### src/rtl/ksa_pkg.sv
// Shared types and elaboration helpers for the Kogge-Stone adder pipeline.
package ksa_pkg;

    // Propagate/generate pair carried through every prefix level.
    typedef struct packed {
        logic p;
        logic g;
    } pg_t;

    function automatic int clog2(input int value);
        int r;
        r = 0;
        while ((1 << r) < value) r++;
        return r;
    endfunction

    // Number of prefix levels needed for a carry to span the full word.
    function automatic int nlvl(input int width);
        return clog2(width);
    endfunction

endpackage

### src/rtl/ksa_pipe_if.sv
// Operand/result handshake bundle for ksa_pipe; master drives operands, slave is the adder.
interface ksa_pipe_if #(
    parameter int WIDTH = 24
);
    logic             in_valid;
    logic             in_ready;
    logic [WIDTH-1:0] a;
    logic [WIDTH-1:0] b;
    logic             cin;
    logic             sub;
    logic             out_valid;
    logic             out_ready;
    logic [WIDTH-1:0] sum;
    logic             cout;
    logic             ovf;

    modport master (
        output in_valid, a, b, cin, sub, out_ready,
        input  in_ready, out_valid, sum, cout, ovf
    );

    modport slave (
        input  in_valid, a, b, cin, sub, out_ready,
        output in_ready, out_valid, sum, cout, ovf
    );
endinterface

### src/rtl/ksa_prefix_level.sv
// One Kogge-Stone prefix level (combine distance DIST) with an optional stage register.
module ksa_prefix_level
    import ksa_pkg::*;
#(
    parameter int WIDTH = 24,
    parameter int DIST  = 1,
    parameter bit REG   = 1'b1
) (
    input  logic                 clk,
    input  logic                 rst_n,
    input  logic                 en,
    input  logic                 vld,
    input  pg_t  [WIDTH-1:0]     pg,
    input  logic [WIDTH+1:0]     side,
    output logic                 vld_q,
    output pg_t  [WIDTH-1:0]     pg_q,
    output logic [WIDTH+1:0]     side_q
);
    pg_t [WIDTH-1:0] pg_d;

    // Positions below 2*DIST already span bit 0 after this level, so their P is dead (grey cell).
    for (genvar i = 0; i < WIDTH; i++) begin : g_cell
        if (i >= 2 * DIST) begin : g_black
            assign pg_d[i].g = pg[i].g | (pg[i].p & pg[i-DIST].g);
            assign pg_d[i].p = pg[i].p & pg[i-DIST].p;
        end else if (i >= DIST) begin : g_grey
            assign pg_d[i].g = pg[i].g | (pg[i].p & pg[i-DIST].g);
            assign pg_d[i].p = pg[i].p;
        end else begin : g_buf
            assign pg_d[i] = pg[i];
        end
    end

    if (REG) begin : g_reg
        // NOTE: sequential state uses non-blocking assignments so every flop samples pre-edge values.
        always_ff @(posedge clk or negedge rst_n) begin
            if (!rst_n)  vld_q <= 1'b0;
            else if (en) vld_q <= vld;
        end

        // NOTE: datapath flops have no reset; the valid bit alone says whether their contents matter.
        always_ff @(posedge clk) begin
            if (en) begin
                pg_q   <= pg_d;
                side_q <= side;
            end
        end
    end else begin : g_comb
        logic unused_ctl;
        assign unused_ctl = ^{clk, rst_n, en};
        assign vld_q      = vld;
        assign pg_q       = pg_d;
        assign side_q     = side;
    end
endmodule

### src/rtl/ksa_pipe.sv
// Pipelined Kogge-Stone adder/subtractor with valid/ready flow control and a global stall.
module ksa_pipe
    import ksa_pkg::*;
#(
    parameter int WIDTH = 24,
    parameter bit PIPE  = 1'b1
) (
    input  logic          clk,
    input  logic          rst_n,
    ksa_pipe_if.slave     bus
);
    localparam int NLVL = nlvl(WIDTH);
    localparam int SW   = WIDTH + 2;

    logic             en;
    logic [WIDTH-1:0] bx;
    logic             c0;
    pg_t  [WIDTH-1:0] pg0;
    logic [SW-1:0]    side0;

    logic             s0_vld;
    pg_t  [WIDTH-1:0] s0_pg;
    logic [SW-1:0]    s0_side;

    logic             lvl_vld  [NLVL+1];
    pg_t  [WIDTH-1:0] lvl_pg   [NLVL+1];
    logic [SW-1:0]    lvl_side [NLVL+1];

    // One enable for the whole pipe: it only moves when the output slot can drain.
    assign en           = !bus.out_valid || bus.out_ready;
    assign bus.in_ready = en;

    // NOTE: every always_comb output is fully assigned on every path, so no latch is inferred.
    always_comb begin
        bx = bus.sub ? ~bus.b : bus.b;
        c0 = bus.sub | bus.cin;
        for (int i = 0; i < WIDTH; i++) begin
            pg0[i].p = bus.a[i] ^ bx[i];
            pg0[i].g = bus.a[i] & bx[i];
        end
        // Fold the carry-in into bit 0 so the prefix output is the carry out of each bit.
        pg0[0].g = pg0[0].g | (pg0[0].p & c0);
        side0    = {bus.a[WIDTH-1], c0, bus.a ^ bx};
    end

    if (PIPE) begin : g_s0_reg
        always_ff @(posedge clk or negedge rst_n) begin
            if (!rst_n)  s0_vld <= 1'b0;
            else if (en) s0_vld <= bus.in_valid;
        end

        always_ff @(posedge clk) begin
            if (en) begin
                s0_pg   <= pg0;
                s0_side <= side0;
            end
        end
    end else begin : g_s0_comb
        assign s0_vld  = bus.in_valid;
        assign s0_pg   = pg0;
        assign s0_side = side0;
    end

    assign lvl_vld[0]  = s0_vld;
    assign lvl_pg[0]   = s0_pg;
    assign lvl_side[0] = s0_side;

    // The last level feeds the sum register directly, keeping latency at NLVL+1.
    for (genvar k = 0; k < NLVL; k++) begin : g_lvl
        ksa_prefix_level #(
            .WIDTH (WIDTH),
            .DIST  (1 << k),
            .REG   (PIPE && (k < NLVL - 1))
        ) u_lvl (
            .clk    (clk),
            .rst_n  (rst_n),
            .en     (en),
            .vld    (lvl_vld[k]),
            .pg     (lvl_pg[k]),
            .side   (lvl_side[k]),
            .vld_q  (lvl_vld[k+1]),
            .pg_q   (lvl_pg[k+1]),
            .side_q (lvl_side[k+1])
        );
    end

    logic [WIDTH-1:0] g_fin;
    logic [WIDTH-1:0] p_fin;
    logic [WIDTH-1:0] p_bit;
    logic [WIDTH-1:0] carry;
    logic [WIDTH-1:0] sum_d;
    logic             a_msb;
    logic             c_in;
    logic             unused_p;

    always_comb begin
        for (int i = 0; i < WIDTH; i++) begin
            g_fin[i] = lvl_pg[NLVL][i].g;
            p_fin[i] = lvl_pg[NLVL][i].p;
        end
        {a_msb, c_in, p_bit} = lvl_side[NLVL];
        carry[0] = c_in;
        for (int i = 1; i < WIDTH; i++) carry[i] = g_fin[i-1];
        sum_d = p_bit ^ carry;
    end

    assign unused_p = ^p_fin;

    always_ff @(posedge clk or negedge rst_n) begin
        if (!rst_n) begin
            bus.out_valid <= 1'b0;
            bus.sum       <= '0;
            bus.cout      <= 1'b0;
            bus.ovf       <= 1'b0;
        end else if (en) begin
            bus.out_valid <= lvl_vld[NLVL];
            if (lvl_vld[NLVL]) begin
                bus.sum  <= sum_d;
                bus.cout <= g_fin[WIDTH-1];
                // Operand signs agree exactly when the MSB propagate is 0.
                bus.ovf  <= !p_bit[WIDTH-1] && (sum_d[WIDTH-1] != a_msb);
            end
        end
    end
endmodule

### src/flat_wrapper.sv
// flat-port wrapper written by rule: the top's interface ports become plain ports
module ksa_pipe_flat import ksa_pkg::*;
#(
    parameter int WIDTH = 24,
    parameter bit PIPE  = 1'b1
)
  (clk, rst_n, bus_in_valid, bus_a, bus_b, bus_cin, bus_sub, bus_out_ready, bus_in_ready, bus_out_valid, bus_sum, bus_cout, bus_ovf);
  ksa_pipe_if #(.WIDTH(WIDTH)) bus_i ();
  input  logic clk;
  input  logic rst_n;
  input wire logic [$bits(bus_i.in_valid)-1:0] bus_in_valid;
  input wire logic [$bits(bus_i.a)-1:0] bus_a;
  input wire logic [$bits(bus_i.b)-1:0] bus_b;
  input wire logic [$bits(bus_i.cin)-1:0] bus_cin;
  input wire logic [$bits(bus_i.sub)-1:0] bus_sub;
  input wire logic [$bits(bus_i.out_ready)-1:0] bus_out_ready;
  output wire logic [$bits(bus_i.in_ready)-1:0] bus_in_ready;
  output wire logic [$bits(bus_i.out_valid)-1:0] bus_out_valid;
  output wire logic [$bits(bus_i.sum)-1:0] bus_sum;
  output wire logic [$bits(bus_i.cout)-1:0] bus_cout;
  output wire logic [$bits(bus_i.ovf)-1:0] bus_ovf;
  assign bus_i.in_valid = bus_in_valid;
  assign bus_i.a = bus_a;
  assign bus_i.b = bus_b;
  assign bus_i.cin = bus_cin;
  assign bus_i.sub = bus_sub;
  assign bus_i.out_ready = bus_out_ready;
  assign bus_in_ready = bus_i.in_ready;
  assign bus_out_valid = bus_i.out_valid;
  assign bus_sum = bus_i.sum;
  assign bus_cout = bus_i.cout;
  assign bus_ovf = bus_i.ovf;
  ksa_pipe #(.WIDTH(WIDTH), .PIPE(PIPE)) u_core (.clk(clk), .rst_n(rst_n), .bus(bus_i));
endmodule
### config.mk
export PLATFORM = sky130hd
export DESIGN_NAME = ksa_pipe_flat
export DESIGN_NICKNAME = d
export VERILOG_FILES = /design/src/rtl/ksa_pkg.sv /design/src/rtl/ksa_pipe_if.sv /design/src/rtl/ksa_prefix_level.sv /design/src/rtl/ksa_pipe.sv /design/src/flat_wrapper.sv
export SDC_FILE = /design/constraint.sdc
export NUM_CORES = 1
export LEC_CHECK = 0
export BUFFER_PORTS_ARGS = -buffer_cell sky130_fd_sc_hd__buf_2
export CAP_MARGIN = 20
export CORE_ASPECT_RATIO = 1.5
export CORE_MARGIN = 2
export CORE_UTILIZATION = 50
export CTS_BUF_LIST = sky130_fd_sc_hd__clkbuf_8
export CTS_CLUSTER_DIAMETER = 200
export DETAILED_ROUTE_END_ITERATION = 6
export PLACE_DENSITY_LB_ADDON = 0.25
export RECOVER_POWER = 100
export SLEW_MARGIN = 25
export SYNTH_ARGS = -nofsm -noshare
export SYNTH_HDL_FRONTEND = slang
export SYNTH_HIERARCHICAL = 1
export SYNTH_SLANG_ARGS = --single-unit
### constraint.sdc
create_clock -name clk -period 8.2 [get_ports clk]
set_input_delay 1.23 -clock clk [delete_from_list [all_inputs] [get_ports clk]]
set_output_delay 1.23 -clock clk [all_outputs]
set_load 0.005 [all_outputs]
Yosys cells after proc, flatten, opt, wreduce, memory -nomap -nowiden
Index checks and enable logic that the tools add are counted.

Eq/ne operators: 1. Mux-type cells: 1. Bitwise gates (word level): 298. Reduce and logical (&&, ||, !) cells: 5.

Operators with widths (number): bitwise AND 1 bit (180); OR 1 bit (91); bitwise XOR 24 bit (2); 2-to-1 mux 24 bit (1); inverter 24 bit (1); bitwise XOR 1 bit (24); zero test 1 bit (2); AND reduction 2 bit (1); logical AND 1 bit (1); logical OR 1 bit (1); != test 1 bit (1).

Register bits: 371. Bits of input ports: 54. Output and inout port bits: 28. Word-level logic and storage cells: 528.

Logic depth before layout (Yosys ltp)
Gate-level depths: netlist of the first run.

Depth after elaboration: 5. Mapped depth: 5. Depth with buffers taken out: 4.

Cells and area by module
Netlist of the first run, hierarchy kept.

By module, submodules not included: ksa_pipe (times used 1, cells an instance 189, area an instance 3429.5 um^2); ksa_prefix_level (u_core.g_lvl[0].u_lvl) (times used 1, cells an instance 121, area an instance 2572.5 um^2); ksa_prefix_level (u_core.g_lvl[1].u_lvl) (times used 1, cells an instance 118, area an instance 2552.4 um^2); ksa_prefix_level (u_core.g_lvl[2].u_lvl) (times used 1, cells an instance 112, area an instance 2512.4 um^2); ksa_prefix_level (u_core.g_lvl[3].u_lvl) (times used 1, cells an instance 100, area an instance 2432.3 um^2); ksa_prefix_level (u_core.g_lvl[4].u_lvl) (times used 1, cells an instance 75, area an instance 563.0 um^2).

Worst setup path after synthesis of the first run
No wires, ideal clock.

Path type: input to output. Start point: in bus_out_ready. End point: out bus_in_ready. Arrival: 3722 ps. Data required time: 6970 ps. Slack: 3248 ps. Stages: 1. Path through: nand2b_4.

Longest elaborated chain between the ends: 1.

Ends and longest elaborated chain: start: declaration (line flat_wrapper.sv:16) `input wire logic [$bits(bus_i.out_ready)-1:0] bus_out_ready;`; logical OR 1 bit (line ksa_pipe.sv:30) `assign en = !bus.out_valid || bus.out_ready;`; end: declaration (line flat_wrapper.sv:17) `output wire logic [$bits(bus_i.in_ready)-1:0] bus_in_ready;`.

Every way passes these cells.

Worst setup path in the final report of the first run
Start point: in bus_out_ready. End point: reg u_core/g_lvl[0].u_lvl/pg_q[15] (netlist bit) (enable).

Longest elaborated chain between the ends: 1.

Ends and longest elaborated chain: logical OR 1 bit (line ksa_pipe.sv:30); end signal: assignment (line ksa_prefix_level.sv:44) `pg_q <= pg_d;`; end: declaration (line ksa_prefix_level.sv:16) `output pg_t [WIDTH-1:0] pg_q,`.

Every way passes these cells. A chain may end at the register's enable or synchronous reset.

==> results of run 1 <==
power by group through the flow:
stage	sequential, mW	clock (mW)	combinational, mW
2_1_floorplan	3.06	0	0.734
3_3_place_gp	3.17	0	0.792
3_5_place_dp	3.19	0	0.822
4_1_cts	3.15	1.31	0.827
5_1_grt	3.23	1.39	0.788
6_report	3.14	1.27	0.693
sequential cells by signal, indices dropped and copies added (netlist names), 4 cells and up:
| signal | cells |
|---|---|
| u_core/bus.sum | 24 |
| u_core/g_lvl.u_lvl/side_q | 104 |
| u_core/g_lvl.u_lvl/pg_q | 162 |
| u_core/lvl_pg | 24 |
| u_core/g_lvl.u_lvl/vld_q | 4 |
| u_core/s0_side | 26 |
worst paths after layout:
path / depth (start not counted) / from / endpoint / slack [ns]
max: 4 / bus_out_ready / u_core/g_lvl[0].u_lvl/pg_q[15]$_DFFE_PP_ / 3.28
min: 0 / u_core/g_lvl[0].u_lvl/side_q[17]$_DFFE_PP_ / u_core/g_lvl[1].u_lvl/side_q[17]$_DFFE_PP_ / 0.41
max reg2reg: 3 / u_core/bus.out_valid$_DFFE_PN0P_ / u_core/g_lvl[0].u_lvl/pg_q[15]$_DFFE_PP_ / 3.69
min reg2reg: 0 / u_core/g_lvl[0].u_lvl/side_q[17]$_DFFE_PP_ / u_core/g_lvl[1].u_lvl/side_q[17]$_DFFE_PP_ / 0.41
max in group asynchronous: 1 / rst_n / u_core/g_lvl[2].u_lvl/vld_q$_DFFE_PN0P_ / 6.14
min in group asynchronous: 1 / rst_n / u_core/bus.sum[2]$_DFFE_PN0P_ / 1.10
final cells by class:
type	count	area [um^2]	area share (%)
clock buffers	49	674	4.74
clock inverters	36	249	1.75
multi-input cells	265	2190	15.4
flip-flops and latches	348	10300	72.3
well taps	333	417	2.93
repair buffers	84	408	2.87
per-layer routing:
| metal | wire, um | global-route usage, % | vias up |
|---|---|---|---|
| li1 | - | - | 2613 |
| met5 | 0 | 0 | - |
| met3 | 817 | 3.15 | 50 |
| met1 | 6830 | 15.3 | 2528 |
| met4 | 771 | 7.29 | 0 |
| met2 | 9320 | 24.2 | 116 |
worst max-delay path: stages:
cell	delay, ns
buf_2	0.07
nand2b_1	0.26
clkbuf_1	2.55
buf_4	0.91
placed cells by master, fill, tap and decap left out, drive strengths merged:
cell and instances:
xnor2 1, or2b 1, xor2 48, clkbuf 73, edfxtp 316, nand2b 1
mux2 31, ha 24, clkinv 17, or2 1, inv 15, nor2 1
and2 66, bufinv 4, buf 60, a21o 90, dfrtp 32, nand2 1
per-stage QoR:
stage / area (um^2) / power, mW / cells
final: 14200 / 5.10 / 1115
after CTS: 14400 / 5.29 / 1115
after detailed placement: 13500 / 4.01 / 1030
after global routing: 14200 / 5.40 / 1115
after floorplan: 13000 / 3.80 / 661
after global placement: 13500 / 3.97 / 1030
==> impl_metrics.json, run 1 <==
{
  "finalHoldViolCount": 0,
  "ys_warn_count": 6,
  "p_per_area_nw_per_um2": 358,
  "core_um2": 25700,
  "grt_pass1_vias": 5769,
  "p_int_mw": 3.82,
  "fin_skew_ns": 0.0122,
  "cp.required_ns": 8.38,
  "worstPathArrival_ns": 5.10,
  "grt_pass1_wl_um": 29100,
  "final_nets": 824,
  "worstHoldPathType": "reg2reg",
  "finalCoreUtilization_pct": 55.4,
  "fin_hold_ws_ns": 0.414,
  "ctsLongestPathBuffers": 3,
  "cap_violations": 3,
  "nFillCells": 2017,
  "timing.slew.headroom_pct": -139,
  "design.die.area_um2": 27300,
  "comb_power_share_pct": 13.6,
  "post-place-ws_ns": 4.88,
  "grt_usage_pct": 13.8,
  "p_leak_nw": 5.63,
  "num_vias": 5307,
  "boundaryPins": 82,
  "max_freq_mhz": 203,
  "setup_violations": 0,
  "tightest_slew_ns": 3.58,
  "cts_setup_buffers": 0,
  "synthToLayoutAreaGrowth_pct": 9.64,
  "p_sw_mw": 1.28,
  "cts_max_level": 2,
  "place_hpwl_um": 12000,
  "drt_first_pass_iters": 4,
  "num_rows": 72,
  "synth.avg_cell_area_um2": 19.6,
  "end_kind": "flip-flop",
  "cts.sinks": 348,
  "power.share.clock_pct": 24.8,
  "n_antenna_cell": 0,
  "clk_latency_ns": 0.55,
  "gp_congestion": 0.782,
  "wire_per_inst_um": 15.9,
  "slew_viol_final": 133,
  "fp.dieH_um": 201,
  "cts_made_buffers": 47,
  "remaining_drc_errors": 0,
  "worstPathMaxFanout": 73,
  "die_width_um": 136,
  "clock-root-buffer": "clkbuf_8",
  "via_per_inst": 4.76,
  "rsz0062_at_grt": "false",
  "synth.net_count": 739,
  "holdBufCountCts": 0,
  "violations": "capacitance limit, slew limit",
  "startpoint_type": "primary input",
  "fin_tns_setup_ns": 0,
  "ant_nets": 0,
  "fin_ws_ns": 3.28,
  "cts_resized": 0,
  "syn_inst": 661,
  "post-route-period-util_pct": 60.0,
  "grt_overflow": 0,
  "path_class": "in2reg",
  "min_period_ns": 4.92,
  "clk_pin_slew_ns": 0.06,
  "grt_max_degree": 192,
  "seq_power_share_pct": 61.6,
  "status": "finished with violations",
  "p_sw_share_pct": 25.1,
  "portBuffers": 81,
  "vdd_drop_max_uv": 160,
  "start_util_pct": 50.6,
  "synth_area_um2": 13000,
  "routed_wl_um": 17700,
  "tritoncts": "built",
  "drt-initial-drc-count": 283,
  "antenna_found_initial": 0,
  "drive_gt1_share_pct": 16.4
}
Power figures use the tool's default switching activity.
==> inputs of run 2 (changes only) <==
==> constraint.sdc (replaced) <==
create_clock -name clk -period 4.2 [get_ports clk]
set_input_delay 0.63 -clock clk [delete_from_list [all_inputs] [get_ports clk]]
set_output_delay 0.63 -clock clk [all_outputs]
set_load 0.005 [all_outputs]
==> impl_metrics.json, run 2 (same netlist as run 1, synthesis figures left out) <==
{
  "crit_family": "buffers and inverters",
  "max_freq_mhz": 324,
  "vdd_drop_max_uv": 281,
  "drt_first_pass_iters": 4,
  "slowest_stage": "clkbuf_2",
  "cts_resized": 0,
  "busiest_layer": "met2",
  "fin_area_um2": 14300,
  "violations": "capacitance limit, slew limit",
  "tightest_slew_ns": 1.67,
  "top_regs": "u_core/g_lvl.u_lvl/pg_q (162), u_core/g_lvl.u_lvl/side_q (104), u_core/s0_side (26)",
  "min_period_ns": 3.08,
  "timing.slew.headroom_pct": -11.1,
  "post-route-period-util_pct": 73.4,
  "grtUsageMet1_pct": 15.2,
  "cts.sinks": 348,
  "cp-startpoint": "u_core/bus.out_valid$_DFFE_PN0P_",
  "final_nets": 825,
  "ant_nets": 0,
  "finalHoldViolCount": 0,
  "drive_gt1_share_pct": 17.6,
  "tritoncts": "built",
  "design.die.area_um2": 27300,
  "core_um2": 25700,
  "clk_pin_slew_ns": 0.07,
  "largest_register_ffs": 162,
  "path_class": "reg2reg",
  "fp.dieH_um": 201,
  "remaining_drc_errors": 0,
  "routed_wl_um": 17500,
  "slew_viol_final": 118,
  "antenna_found_initial": 0,
  "worstHoldPathType": "in2reg",
  "cp.buffers_inverters": 1,
  "start_util_pct": 50.6,
  "worstPathMaxFanout": 60,
  "portBuffers": 81,
  "holdBufCountCts": 0,
  "p_leak_nw": 5.63,
  "place_hpwl_um": 12000,
  "drt-initial-drc-count": 272,
  "fin_skew_ns": 0.0262,
  "p_per_area_nw_per_um2": 698,
  "grt_pass1_wl_um": 28500,
  "boundaryPins": 82,
  "cp_cell_sequence": "nand2b_2 -> clkbuf_2",
  "cap_violations": 3,
  "via_per_inst": 4.73,
  "num_rows": 72,
  "wire_per_inst_um": 15.7,
  "grt_overflow": 0,
  "startpoint_type": "flip-flop",
  "ctsLongestPathBuffers": 3,
  "grt_pass1_vias": 5642,
  "grt_max_degree": 91,
  "num_vias": 5271,
  "final_common_cell": "edfxtp_1",
  "top_register": "u_core/g_lvl.u_lvl/pg_q",
  "fin_hold_ws_ns": 0.259,
  "r2r-start": "u_core/bus.out_valid$_DFFE_PN0P_",
  "grt_usage_pct": 13.4,
  "fin_tns_setup_ns": 0,
  "place_area_um2": 13500,
  "met3_usage_pct": 2.97,
  "cts_max_level": 2,
  "gp_congestion": 0.744,
  "status": "finished with violations",
  "clk_latency_ns": 0.57,
  "setup_violations": 0,
  "synthToLayoutAreaGrowth_pct": 9.94,
  "n_antenna_cell": 0,
  "gr-usage-met2_pct": 23.6,
  "clock-root-buffer": "clkbuf_8",
  "critPathMaxStageDelay_ns": 1.16,
  "die_width_um": 136,
  "cp.required_ns": 4.36,
  "worstPathArrival_ns": 3.24,
  "cts_setup_buffers": 0,
  "cts_made_buffers": 47,
  "rsz0062_at_grt": "false",
  "holdCritStartpoint": "bus_a[23]",
  "end_kind": "flip-flop",
  "final_cell_mix": "edfxtp_1 (316), a21o_1 (90), buf_2 (63)"
}
## run 2: changes by cell type in the layout (fill, tap and decap cells not counted), sizes merged
cell / previous run / this run
inv: 15 / 12
clkinvlp: 0 / 1
clkbuf: 73 / 68
clkinv: 17 / 19
buf: 60 / 65
## run 2: report_power, final
part	total (mW)	leakage [nW]	switching, mW	internal, mW
clock	2.48	0.511	1.17	1.31
sequential	6.12	3.58	0.634	5.49
combinational	1.36	1.54	0.717	0.647
## run 2: final cells by class
| type | count | area, um^2 |
|---|---|---|
| Clock inverter | 36 | 258 |
| Timing Repair Buffer | 85 | 433 |
| Multi-Input combinational cell | 265 | 2210 |
| Clock buffer | 48 | 661 |
| Fill cell | 2006 | 11400 |
| Sequential cell | 348 | 10300 |
| Tap cell | 333 | 417 |
## run 2: worst paths after layout
kind	endpoint	slack, ns	depth (start not counted)
setup / recovery	u_core/g_lvl[3].u_lvl/side_q[9]$_DFFE_PP_	1.12	2
hold / removal	u_core/s0_side[25]$_DFFE_PP_	0.26	1
setup reg to reg	u_core/g_lvl[3].u_lvl/side_q[9]$_DFFE_PP_	1.12	2
hold reg to reg	u_core/g_lvl[0].u_lvl/side_q[25]$_DFFE_PP_	0.42	0
max in group asynchronous	u_core/s0_vld$_DFFE_PN0P_	2.73	1
min in group asynchronous	u_core/bus.sum[9]$_DFFE_PN0P_	0.50	1
## run 2: metrics by stage
stage          utilization, %  worst slack, ns  power, mW  cells
3_3_place_gp             52.6             1.83       7.76   1031
2_1_floorplan               -            0.470       7.41    661
3_5_place_dp             52.6             1.81       7.83   1031
4_1_cts                  56.2             1.53       10.3   1115
6_report                 55.6             1.12       9.97   1115
5_1_grt                  55.6            0.827       10.5   1115
## run 2: metal layers
metal	part of all wire, %	vias up
met5	0	-
met4	3.7	0
met3	4.4	45
met2	53	118
met1	39	2496
li1	-	2612
